==> src/rtl/scan_pkg.sv <==
// -----------------------------------------------------------------------------
// scan_pkg
// Shared definitions for the channel scan sequencer: FSM state encoding,
// select width / channel count constants and the select bit-reversal helper
// that maps a channel index onto the decoder's input bit order.
// No ports (package).
// -----------------------------------------------------------------------------
package scan_pkg;

  localparam int SEL_W = 4;
  localparam int N_CH  = 2 ** SEL_W;

  typedef enum logic [1:0] {
    IDLE  = 2'd0,
    SEEK  = 2'd1,
    DWELL = 2'd2,
    DONE  = 2'd3
  } state_t;

  // The decoder expects the channel MSB on sel[0], so the index is mirrored.
  function automatic logic [SEL_W-1:0] bitrev(input logic [SEL_W-1:0] i_v);
    logic [SEL_W-1:0] w_rev;
    for (int i = 0; i < SEL_W; i++) begin
      w_rev[i] = i_v[SEL_W-1-i];
    end
    return w_rev;
  endfunction

endpackage

==> src/rtl/channel_scan_sequencer_if.sv <==
// -----------------------------------------------------------------------------
// channel_scan_sequencer_if
// Control/select bundle between a sweep controller plus decoder consumer
// (master side) and the channel scan sequencer (slave side).
//   start, stop, cont, mask, dwell, sel_ready : master -> sequencer
//   sel, sel_valid, ch_done, sweep_done, busy : sequencer -> master
// -----------------------------------------------------------------------------
interface channel_scan_sequencer_if #(
  parameter int SEL_W   = scan_pkg::SEL_W,
  parameter int DWELL_W = 8
);

  logic                  start;
  logic                  stop;
  logic                  cont;
  logic [2**SEL_W-1:0]   mask;
  logic [DWELL_W-1:0]    dwell;
  logic                  sel_ready;
  logic [SEL_W-1:0]      sel;
  logic                  sel_valid;
  logic                  ch_done;
  logic                  sweep_done;
  logic                  busy;

  modport master (
    output start, stop, cont, mask, dwell, sel_ready,
    input  sel, sel_valid, ch_done, sweep_done, busy
  );

  modport slave (
    input  start, stop, cont, mask, dwell, sel_ready,
    output sel, sel_valid, ch_done, sweep_done, busy
  );

endinterface

==> src/rtl/scan_dwell_counter.sv <==
// -----------------------------------------------------------------------------
// scan_dwell_counter
// Load/decrement down-counter that measures how long a channel has been held.
// The count saturates at zero; o_expired is high whenever the count is zero.
//   i_clk      : clock, rising edge
//   i_rst      : synchronous reset, active-high (count -> 0)
//   i_load     : load i_load_val (has priority over i_dec)
//   i_load_val : value to load
//   i_dec      : decrement by one if not already zero
//   o_expired  : count == 0
// -----------------------------------------------------------------------------
module scan_dwell_counter #(
  parameter int W = 8
) (
  input  logic         i_clk,
  input  logic         i_rst,
  input  logic         i_load,
  input  logic [W-1:0] i_load_val,
  input  logic         i_dec,
  output logic         o_expired
);

  localparam logic [W-1:0] CNT_ZERO = {W{1'b0}};
  localparam logic [W-1:0] CNT_ONE  = {{(W-1){1'b0}}, 1'b1};

  logic [W-1:0] r_cnt;

  // Dwell count register: load, saturating decrement, or hold
  always_ff @(posedge i_clk) begin
    if (i_rst) begin
      r_cnt <= CNT_ZERO;
    end else if (i_load) begin
      r_cnt <= i_load_val;
    end else if (i_dec && (r_cnt != CNT_ZERO)) begin
      r_cnt <= r_cnt - CNT_ONE;
    end else begin
      r_cnt <= r_cnt;
    end
  end

  assign o_expired = (r_cnt == CNT_ZERO);

endmodule

==> src/rtl/channel_scan_sequencer.sv <==
// -----------------------------------------------------------------------------
// channel_scan_sequencer
// Drives the 4-to-16 channel decoder: walks channels 0..15, skipping those
// disabled in the latched mask, holds each enabled channel for the latched
// dwell time and leaves it only once the consumer is ready. Optionally
// restarts the sweep after each pass.
//   i_clk : clock, rising edge
//   i_rst : synchronous reset, active-high
//   bus   : slave side of channel_scan_sequencer_if
//           (start/stop/cont/mask/dwell/sel_ready in,
//            sel/sel_valid/ch_done/sweep_done/busy out)
// All outputs are registered except ch_done, which is combinational from
// registers and sel_ready.
// -----------------------------------------------------------------------------
module channel_scan_sequencer #(
  parameter int SEL_W   = scan_pkg::SEL_W,
  parameter int DWELL_W = 8
) (
  input  logic                    i_clk,
  input  logic                    i_rst,
  channel_scan_sequencer_if.slave bus
);

  import scan_pkg::*;

  localparam int                 NCH       = 2 ** SEL_W;
  localparam logic [SEL_W-1:0]   CH_ZERO   = {SEL_W{1'b0}};
  localparam logic [SEL_W-1:0]   CH_ONE    = {{(SEL_W-1){1'b0}}, 1'b1};
  localparam logic [SEL_W-1:0]   CH_LAST   = {SEL_W{1'b1}};
  localparam logic [DWELL_W-1:0] DW_ZERO   = {DWELL_W{1'b0}};
  localparam logic [DWELL_W-1:0] DW_ONE    = {{(DWELL_W-1){1'b0}}, 1'b1};
  localparam logic [NCH-1:0]     MASK_ZERO = {NCH{1'b0}};

  state_t             r_state;
  state_t             w_state_nxt;
  logic [SEL_W-1:0]   r_ch;
  logic [SEL_W-1:0]   w_ch_nxt;
  logic [NCH-1:0]     r_mask;
  logic [DWELL_W-1:0] r_dwell;
  logic               r_cont;
  logic               w_latch;
  logic               w_cnt_load;
  logic               w_cnt_dec;
  logic               w_cnt_expired;
  logic [DWELL_W-1:0] w_cnt_load_val;
  logic [SEL_W-1:0]   r_sel;
  logic [SEL_W-1:0]   w_sel_nxt;
  logic               r_sel_valid;
  logic               w_sel_valid_nxt;
  logic               r_sweep_done;
  logic               w_sweep_done_nxt;
  logic               r_busy;
  logic               w_busy_nxt;

  // A dwell of 0 behaves like 1, so the counter is loaded with max(dwell,1)-1.
  assign w_cnt_load_val = (r_dwell == DW_ZERO) ? DW_ZERO : (r_dwell - DW_ONE);
  assign w_cnt_dec      = (r_state == DWELL);

  scan_dwell_counter #(
    .W (DWELL_W)
  ) u_dwell_cnt (
    .i_clk      (i_clk),
    .i_rst      (i_rst),
    .i_load     (w_cnt_load),
    .i_load_val (w_cnt_load_val),
    .i_dec      (w_cnt_dec),
    .o_expired  (w_cnt_expired)
  );

  // Sweep configuration: captured only when a sweep is accepted from IDLE
  always_ff @(posedge i_clk) begin
    if (i_rst) begin
      r_mask  <= MASK_ZERO;
      r_dwell <= DW_ZERO;
      r_cont  <= 1'b0;
    end else if (w_latch) begin
      r_mask  <= bus.mask;
      r_dwell <= bus.dwell;
      r_cont  <= bus.cont;
    end else begin
      r_mask  <= r_mask;
      r_dwell <= r_dwell;
      r_cont  <= r_cont;
    end
  end

  // State and channel index registers
  always_ff @(posedge i_clk) begin
    if (i_rst) begin
      r_state <= IDLE;
      r_ch    <= CH_ZERO;
    end else begin
      r_state <= w_state_nxt;
      r_ch    <= w_ch_nxt;
    end
  end

  // Next-state, channel advance and counter load decode; stop overrides all
  always_comb begin
    w_state_nxt = r_state;
    w_ch_nxt    = r_ch;
    w_latch     = 1'b0;
    w_cnt_load  = 1'b0;
    if (bus.stop) begin
      w_state_nxt = IDLE;
    end else begin
      case (r_state)
        IDLE: begin
          if (bus.start) begin
            w_latch     = 1'b1;
            w_ch_nxt    = CH_ZERO;
            w_state_nxt = (bus.mask != MASK_ZERO) ? SEEK : DONE;
          end else begin
            w_state_nxt = IDLE;
          end
        end
        SEEK: begin
          if (r_mask[r_ch]) begin
            w_state_nxt = DWELL;
            w_cnt_load  = 1'b1;
          end else if (r_ch == CH_LAST) begin
            w_state_nxt = DONE;
          end else begin
            w_ch_nxt    = r_ch + CH_ONE;
            w_state_nxt = SEEK;
          end
        end
        DWELL: begin
          if (w_cnt_expired && bus.sel_ready) begin
            if (r_ch == CH_LAST) begin
              w_state_nxt = DONE;
            end else begin
              w_ch_nxt    = r_ch + CH_ONE;
              w_state_nxt = SEEK;
            end
          end else begin
            w_state_nxt = DWELL;
          end
        end
        DONE: begin
          if (r_cont) begin
            w_ch_nxt    = CH_ZERO;
            w_state_nxt = SEEK;
          end else begin
            w_state_nxt = IDLE;
          end
        end
        default: begin
          w_state_nxt = IDLE;
        end
      endcase
    end
  end

  // Output decode from the next state, so the registered outputs line up with the state
  always_comb begin
    w_sel_valid_nxt  = (w_state_nxt == DWELL);
    w_sweep_done_nxt = (w_state_nxt == DONE);
    w_busy_nxt       = (w_state_nxt != IDLE);
    if (w_state_nxt == DWELL) begin
      w_sel_nxt = bitrev(w_ch_nxt);
    end else begin
      w_sel_nxt = r_sel;
    end
  end

  // Output registers
  always_ff @(posedge i_clk) begin
    if (i_rst) begin
      r_sel        <= CH_ZERO;
      r_sel_valid  <= 1'b0;
      r_sweep_done <= 1'b0;
      r_busy       <= 1'b0;
    end else begin
      r_sel        <= w_sel_nxt;
      r_sel_valid  <= w_sel_valid_nxt;
      r_sweep_done <= w_sweep_done_nxt;
      r_busy       <= w_busy_nxt;
    end
  end

  assign bus.sel        = r_sel;
  assign bus.sel_valid  = r_sel_valid;
  assign bus.sweep_done = r_sweep_done;
  assign bus.busy       = r_busy;
  assign bus.ch_done    = r_sel_valid & w_cnt_expired & bus.sel_ready;

endmodule

==> src/flat_wrapper.sv <==
// flat-port wrapper written by rule: the top's interface ports become plain ports
module channel_scan_sequencer_flat import scan_pkg::*;
#(
  parameter int SEL_W   = scan_pkg::SEL_W,
  parameter int DWELL_W = 8
)
  (i_clk, i_rst, bus_start, bus_stop, bus_cont, bus_mask, bus_dwell, bus_sel_ready, bus_sel, bus_sel_valid, bus_ch_done, bus_sweep_done, bus_busy);
  channel_scan_sequencer_if #(.SEL_W(SEL_W), .DWELL_W(DWELL_W)) bus_i ();
  input  logic i_clk;
  input  logic i_rst;
  input wire logic [$bits(bus_i.start)-1:0] bus_start;
  input wire logic [$bits(bus_i.stop)-1:0] bus_stop;
  input wire logic [$bits(bus_i.cont)-1:0] bus_cont;
  input wire logic [$bits(bus_i.mask)-1:0] bus_mask;
  input wire logic [$bits(bus_i.dwell)-1:0] bus_dwell;
  input wire logic [$bits(bus_i.sel_ready)-1:0] bus_sel_ready;
  output wire logic [$bits(bus_i.sel)-1:0] bus_sel;
  output wire logic [$bits(bus_i.sel_valid)-1:0] bus_sel_valid;
  output wire logic [$bits(bus_i.ch_done)-1:0] bus_ch_done;
  output wire logic [$bits(bus_i.sweep_done)-1:0] bus_sweep_done;
  output wire logic [$bits(bus_i.busy)-1:0] bus_busy;
  assign bus_i.start = bus_start;
  assign bus_i.stop = bus_stop;
  assign bus_i.cont = bus_cont;
  assign bus_i.mask = bus_mask;
  assign bus_i.dwell = bus_dwell;
  assign bus_i.sel_ready = bus_sel_ready;
  assign bus_sel = bus_i.sel;
  assign bus_sel_valid = bus_i.sel_valid;
  assign bus_ch_done = bus_i.ch_done;
  assign bus_sweep_done = bus_i.sweep_done;
  assign bus_busy = bus_i.busy;
  channel_scan_sequencer #(.SEL_W(SEL_W), .DWELL_W(DWELL_W)) u_core (.i_clk(i_clk), .i_rst(i_rst), .bus(bus_i));
endmodule
==> config.mk <==
export PLATFORM = sky130hd
export DESIGN_NAME = channel_scan_sequencer_flat
export DESIGN_NICKNAME = d
export VERILOG_FILES = /design/src/rtl/scan_pkg.sv /design/src/rtl/channel_scan_sequencer_if.sv /design/src/rtl/scan_dwell_counter.sv /design/src/rtl/channel_scan_sequencer.sv /design/src/flat_wrapper.sv
export SDC_FILE = /design/constraint.sdc
export NUM_CORES = 1
export LEC_CHECK = 0
export CAP_MARGIN = 20
export CORE_MARGIN = 2
export CORE_UTILIZATION = 54
export CTS_CLUSTER_DIAMETER = 30
export DETAILED_ROUTE_END_ITERATION = 8
export PLACE_DENSITY = 0.79
export SLEW_MARGIN = 30
export SYNTH_ARGS = -nofsm -noshare
export SYNTH_HDL_FRONTEND = slang
export SYNTH_SLANG_ARGS = --single-unit
==> constraint.sdc <==
create_clock -name i_clk -period 2.3 [get_ports i_clk]
set_input_delay 0.23 -clock i_clk [delete_from_list [all_inputs] [get_ports i_clk]]
set_output_delay 0.23 -clock i_clk [all_outputs]
set_load 0.01 [all_outputs]
==> results of run 1 <==
## per-stage QoR
stage / util / setup TNS, ns
6_report: 0.678 / 0
3_3_place_gp: 0.658 / -0.0476
5_1_grt: 0.678 / 0
3_5_place_dp: 0.658 / -0.0328
2_1_floorplan: - / 0
4_1_cts: 0.674 / 0
## layout make-up
| class | instances | area [um2] | area share |
|---|---|---|---|
| Multi-Input combinational cell | 242 | 1580 | 0.500 |
| Sequential cell | 46 | 922 | 0.292 |
| Timing Repair Buffer | 52 | 485 | 0.154 |
| Clock buffer | 7 | 76.3 | 0.0242 |
| Tap cell | 54 | 67.6 | 0.0214 |
| Inverter | 7 | 26.3 | 0.00832 |
## Yosys cell counts, drive strengths merged, types with 2 or more instances
cell type | count | share of area
nor4 | 4 | 0.012
a31oi | 5 | 0.012
xor2 | 4 | 0.014
o31ai | 2 | 0.0058
o311a | 2 | 0.0077
o21ai | 9 | 0.017
and3 | 3 | 0.0072
a2111oi | 3 | 0.010
mux2i | 4 | 0.015
a21oi | 37 | 0.071
or4 | 8 | 0.023
dfxtp | 46 | 0.36
nor2b | 5 | 0.012
nand2b | 11 | 0.027
o221ai | 5 | 0.019
nor2 | 17 | 0.027
nor4b | 2 | 0.0092
a211oi | 10 | 0.029
o32ai | 2 | 0.014
nor3b | 2 | 0.0058
ha | 4 | 0.019
nand2 | 60 | 0.087
o31a | 2 | 0.0068
nand3 | 4 | 0.0077
mux2 | 5 | 0.022
clkbuf | 15 | 0.022
nor3 | 6 | 0.014
buf | 4 | 0.011
xnor2 | 2 | 0.0068
a311oi | 2 | 0.0068
inv | 7 | 0.010
mux4 | 2 | 0.020
## layout by cell type (no fill, tap or decap), drive strengths merged, types with 3 or more instances in the layout
| cell | Yosys | routed |
|---|---|---|
| a2111oi | 3 | 3 |
| a211oi | 10 | 10 |
| xor2 | 4 | 4 |
| nand2b | 11 | 11 |
| clkbuf | 15 | 7 |
| a31oi | 5 | 5 |
| inv | 7 | 7 |
| o221ai | 5 | 5 |
| clkdlybuf4s50 | 0 | 36 |
| ha | 4 | 4 |
| a21oi | 37 | 37 |
| nand3 | 4 | 4 |
| mux2 | 5 | 5 |
| nand2 | 60 | 60 |
| nor2 | 17 | 17 |
| nor2b | 5 | 5 |
| o21ai | 9 | 9 |
| mux2i | 4 | 4 |
| and3 | 3 | 3 |
| buf | 4 | 15 |
| dfxtp | 46 | 46 |
| nor4 | 4 | 4 |
| nor3 | 6 | 6 |
| or4 | 8 | 8 |
## metal layers
layer / GRT usage / wire [um]
met5: 0 / 0
met4: 0.0844 / 123
met3: 0.0562 / 318
met2: 0.389 / 2800
met1: 0.313 / 2800
## power by group
group          switching [uW]  internal, uW
logic                     115           118
clock network             249           209
registers                17.4           819
## worst max-delay path, stage by stage (launching register included)
cell and delay, ns:
dfxtp_1 0.35, inv_1 0.07, ha_2 0.19, or4bb_1 0.55, o21ai_1 0.19, a211oi_1 0.11, a2111oi_1 0.36, buf_4 0.20
o31ai_1 0.06
## worst paths after layout
check                                          to  slack, ns
worst min register to register  u_core.r_mask[15]       0.45
worst max register to register  u_core.bus.sel[0]       0.11
worst max-delay path            u_core.bus.sel[0]       0.11
worst min-delay path            u_core.r_mask[15]       0.45
## flip-flops by register name, summed over array words and instances (netlist names)
| name | count |
|---|---|
| u_core.bus.busy | 1 |
| u_core.bus.sel | 4 |
| u_core.bus.sel_valid | 1 |
| u_core.bus.sweep_done | 1 |
| u_core.r_ch | 4 |
| u_core.r_cont | 1 |
| u_core.r_dwell | 8 |
| u_core.r_mask | 16 |
| u_core.r_state | 2 |
| u_core.u_dwell_cnt.r_cnt | 8 |
## what timing repair did
action                     4_1_cts  5_1_grt
gates cloned                     0        0
resized for setup                1        4
setup endpoints to repair        2        6
pin swaps                        0        1
hold buffers                     0        0
## cell families after synthesis
| family | after synthesis |
|---|---|
| AO/OA/AOI/OAI | 91 |
| buffers and inverters | 26 |
| XOR/XNOR | 6 |
| adder cells (fa/ha/maj) | 4 |
| multiplexers | 11 |
| flip-flops | 46 |
| AND/OR/NAND/NOR | 130 |
==> flow_summary_export.csv, run 1 <==
group,metric,value,unit
status,outcome,"finished, final reports clean",
sta,fin_worst_skew,0.00902,ns
critical_path,rr_worst_depth,8,
floorplanning,dieArea,0.00537,mm2
sta,setup_viol_count_final,0,
synth,synthAdderAreaFrac,0.0193,
synth,synth_fp_nets,348,
critical_path,crit_path_start_kind,"register",
synth,synth_compound_area_frac,0.248,
placed_design,dp_cells,401,
min_path,hold_path_depth,2,
synth,ys_warn_count,0,
final_layout,fin_area,0.00316,mm2
final_layout,syn_to_final_growth,21.9,%
power,power_leakage,0.00118,uW
synth,ys.flop_type,"dfxtp_1",
synth,synth_top_family_by_area,"simple AND/OR/NAND/NOR gates",
placed_design,io_buffers,37,
clock_network,htree_levels,2,
power,finalPower,1530,uW
critical_path,r2r-start,"u_core.u_dwell_cnt.r_cnt[0]",
final_layout,stdcell_count,408,
synth,synth_edf_count,0,
clock_network,cts_sinks,46,
sta,fmax,456,MHz
min_path,hp-class,"reg2reg",
synth,syn_avg_cell_area,8.25,um2
job,cap_violations,0,
sta,whs,0.453,ns
critical_path,endpoint_kind,"register",
sta,setup_ws,0.105,ns
min_path,hp-start,"u_core.r_mask[15]",
critical_path,crit_path_max_fanout,4,
floorplanning,die_h,73.3,um
clock_network,post_cts_buffers,0,
sta,tightestPinTransition,0.667,ns
sta,drv_slew,0,
critical_path,cp_data_required_time,2.47,ns
sta,hold_violations,0,
final_layout,fillerInstances,389,
clock_network,cts_buffers,5,
routing,via_per_inst,6.08,
sta,maxSlewHeadroom,0.552,
final_layout,n_antenna_cell,0,
global_route,grt_max_degree,49,
clock_network,cts_tree,"built",
global_route,antenna_found_initial,0,
clock_network,cts_buffer_depth,2,
synth,synthCells,314,
routing,drtAntennaViolNets,0,
floorplanning,core_area,0.00466,mm2
global_route,grt_pass1_vias,2298,
routing,drtPass1Iterations,4,
sta,fin_crit_sh,0.954,
critical_path,crit_start,"u_core.u_dwell_cnt.r_cnt[0]",
routing,wl_per_cell,14.8,um
floorplanning,fp.dieW,73.3,um
placed_design,dp_hpwl,4.38,mm
synth,seq_area_frac_synth,0.356,
routing,wl,6.04,mm
placed_design,placed_area,0.00307,mm2
synth,ys_ff_latch,46,
synth,syn-cell-area,0.00259,mm2
synth,synth-xor-area-share,0.0203,
final_layout,drive_gt1_frac,0.107,
global_route,grt_pass1_wl,10.1,mm
synth,synthDistinctLibCells,61,
routing,vias,2479,
power,peakVddDrop,0.000337,V
critical_path,crit_type,"reg2reg",
global_route,grt-ovfl-total,0,
synth,synthSimpleGateAreaFrac,0.257,
sta,fin_crit,2.19,ns
synth,muxShareOfSynthArea,0.0575,
routing,drc,0,
global_route,grt_util_all_layers,0.240,
clock_network,cts-root-buf,"clkbuf_8",
final_layout,nNetsFinal,388,
power,p_per_area,484,mW/mm2
critical_path,arrival,2.36,ns
synth,synthArstFlopShare,0,
sta,rsz0062_at_grt,"no",
placed_design,pre_cts_slack,-0.0323,ns
floorplanning,ios,38,
floorplanning,rows,25,
placed_design,gp_congestion,0.917,
clock_network,insertion_delay,0.30,ns
floorplanning,start_util,0.556,
clock_network,clk_pin_slew,0.08,ns
routing,drt-initial-drc-count,227,
Note: power is estimated with default switching activity, not from simulation.
==> inputs of run 2 (changes only) <==
--- a/config.mk
+++ b/config.mk
@@ -11,7 +11,7 @@
 export CTS_CLUSTER_DIAMETER = 30
 export DETAILED_ROUTE_END_ITERATION = 8
 export PLACE_DENSITY = 0.79
-export SLEW_MARGIN = 30
+export SLEW_MARGIN = 15
 export SYNTH_ARGS = -nofsm -noshare
 export SYNTH_HDL_FRONTEND = slang
 export SYNTH_SLANG_ARGS = --single-unit
==> results of run 2 <==
Final layout, timing and power as in run 1 (identical DEF).
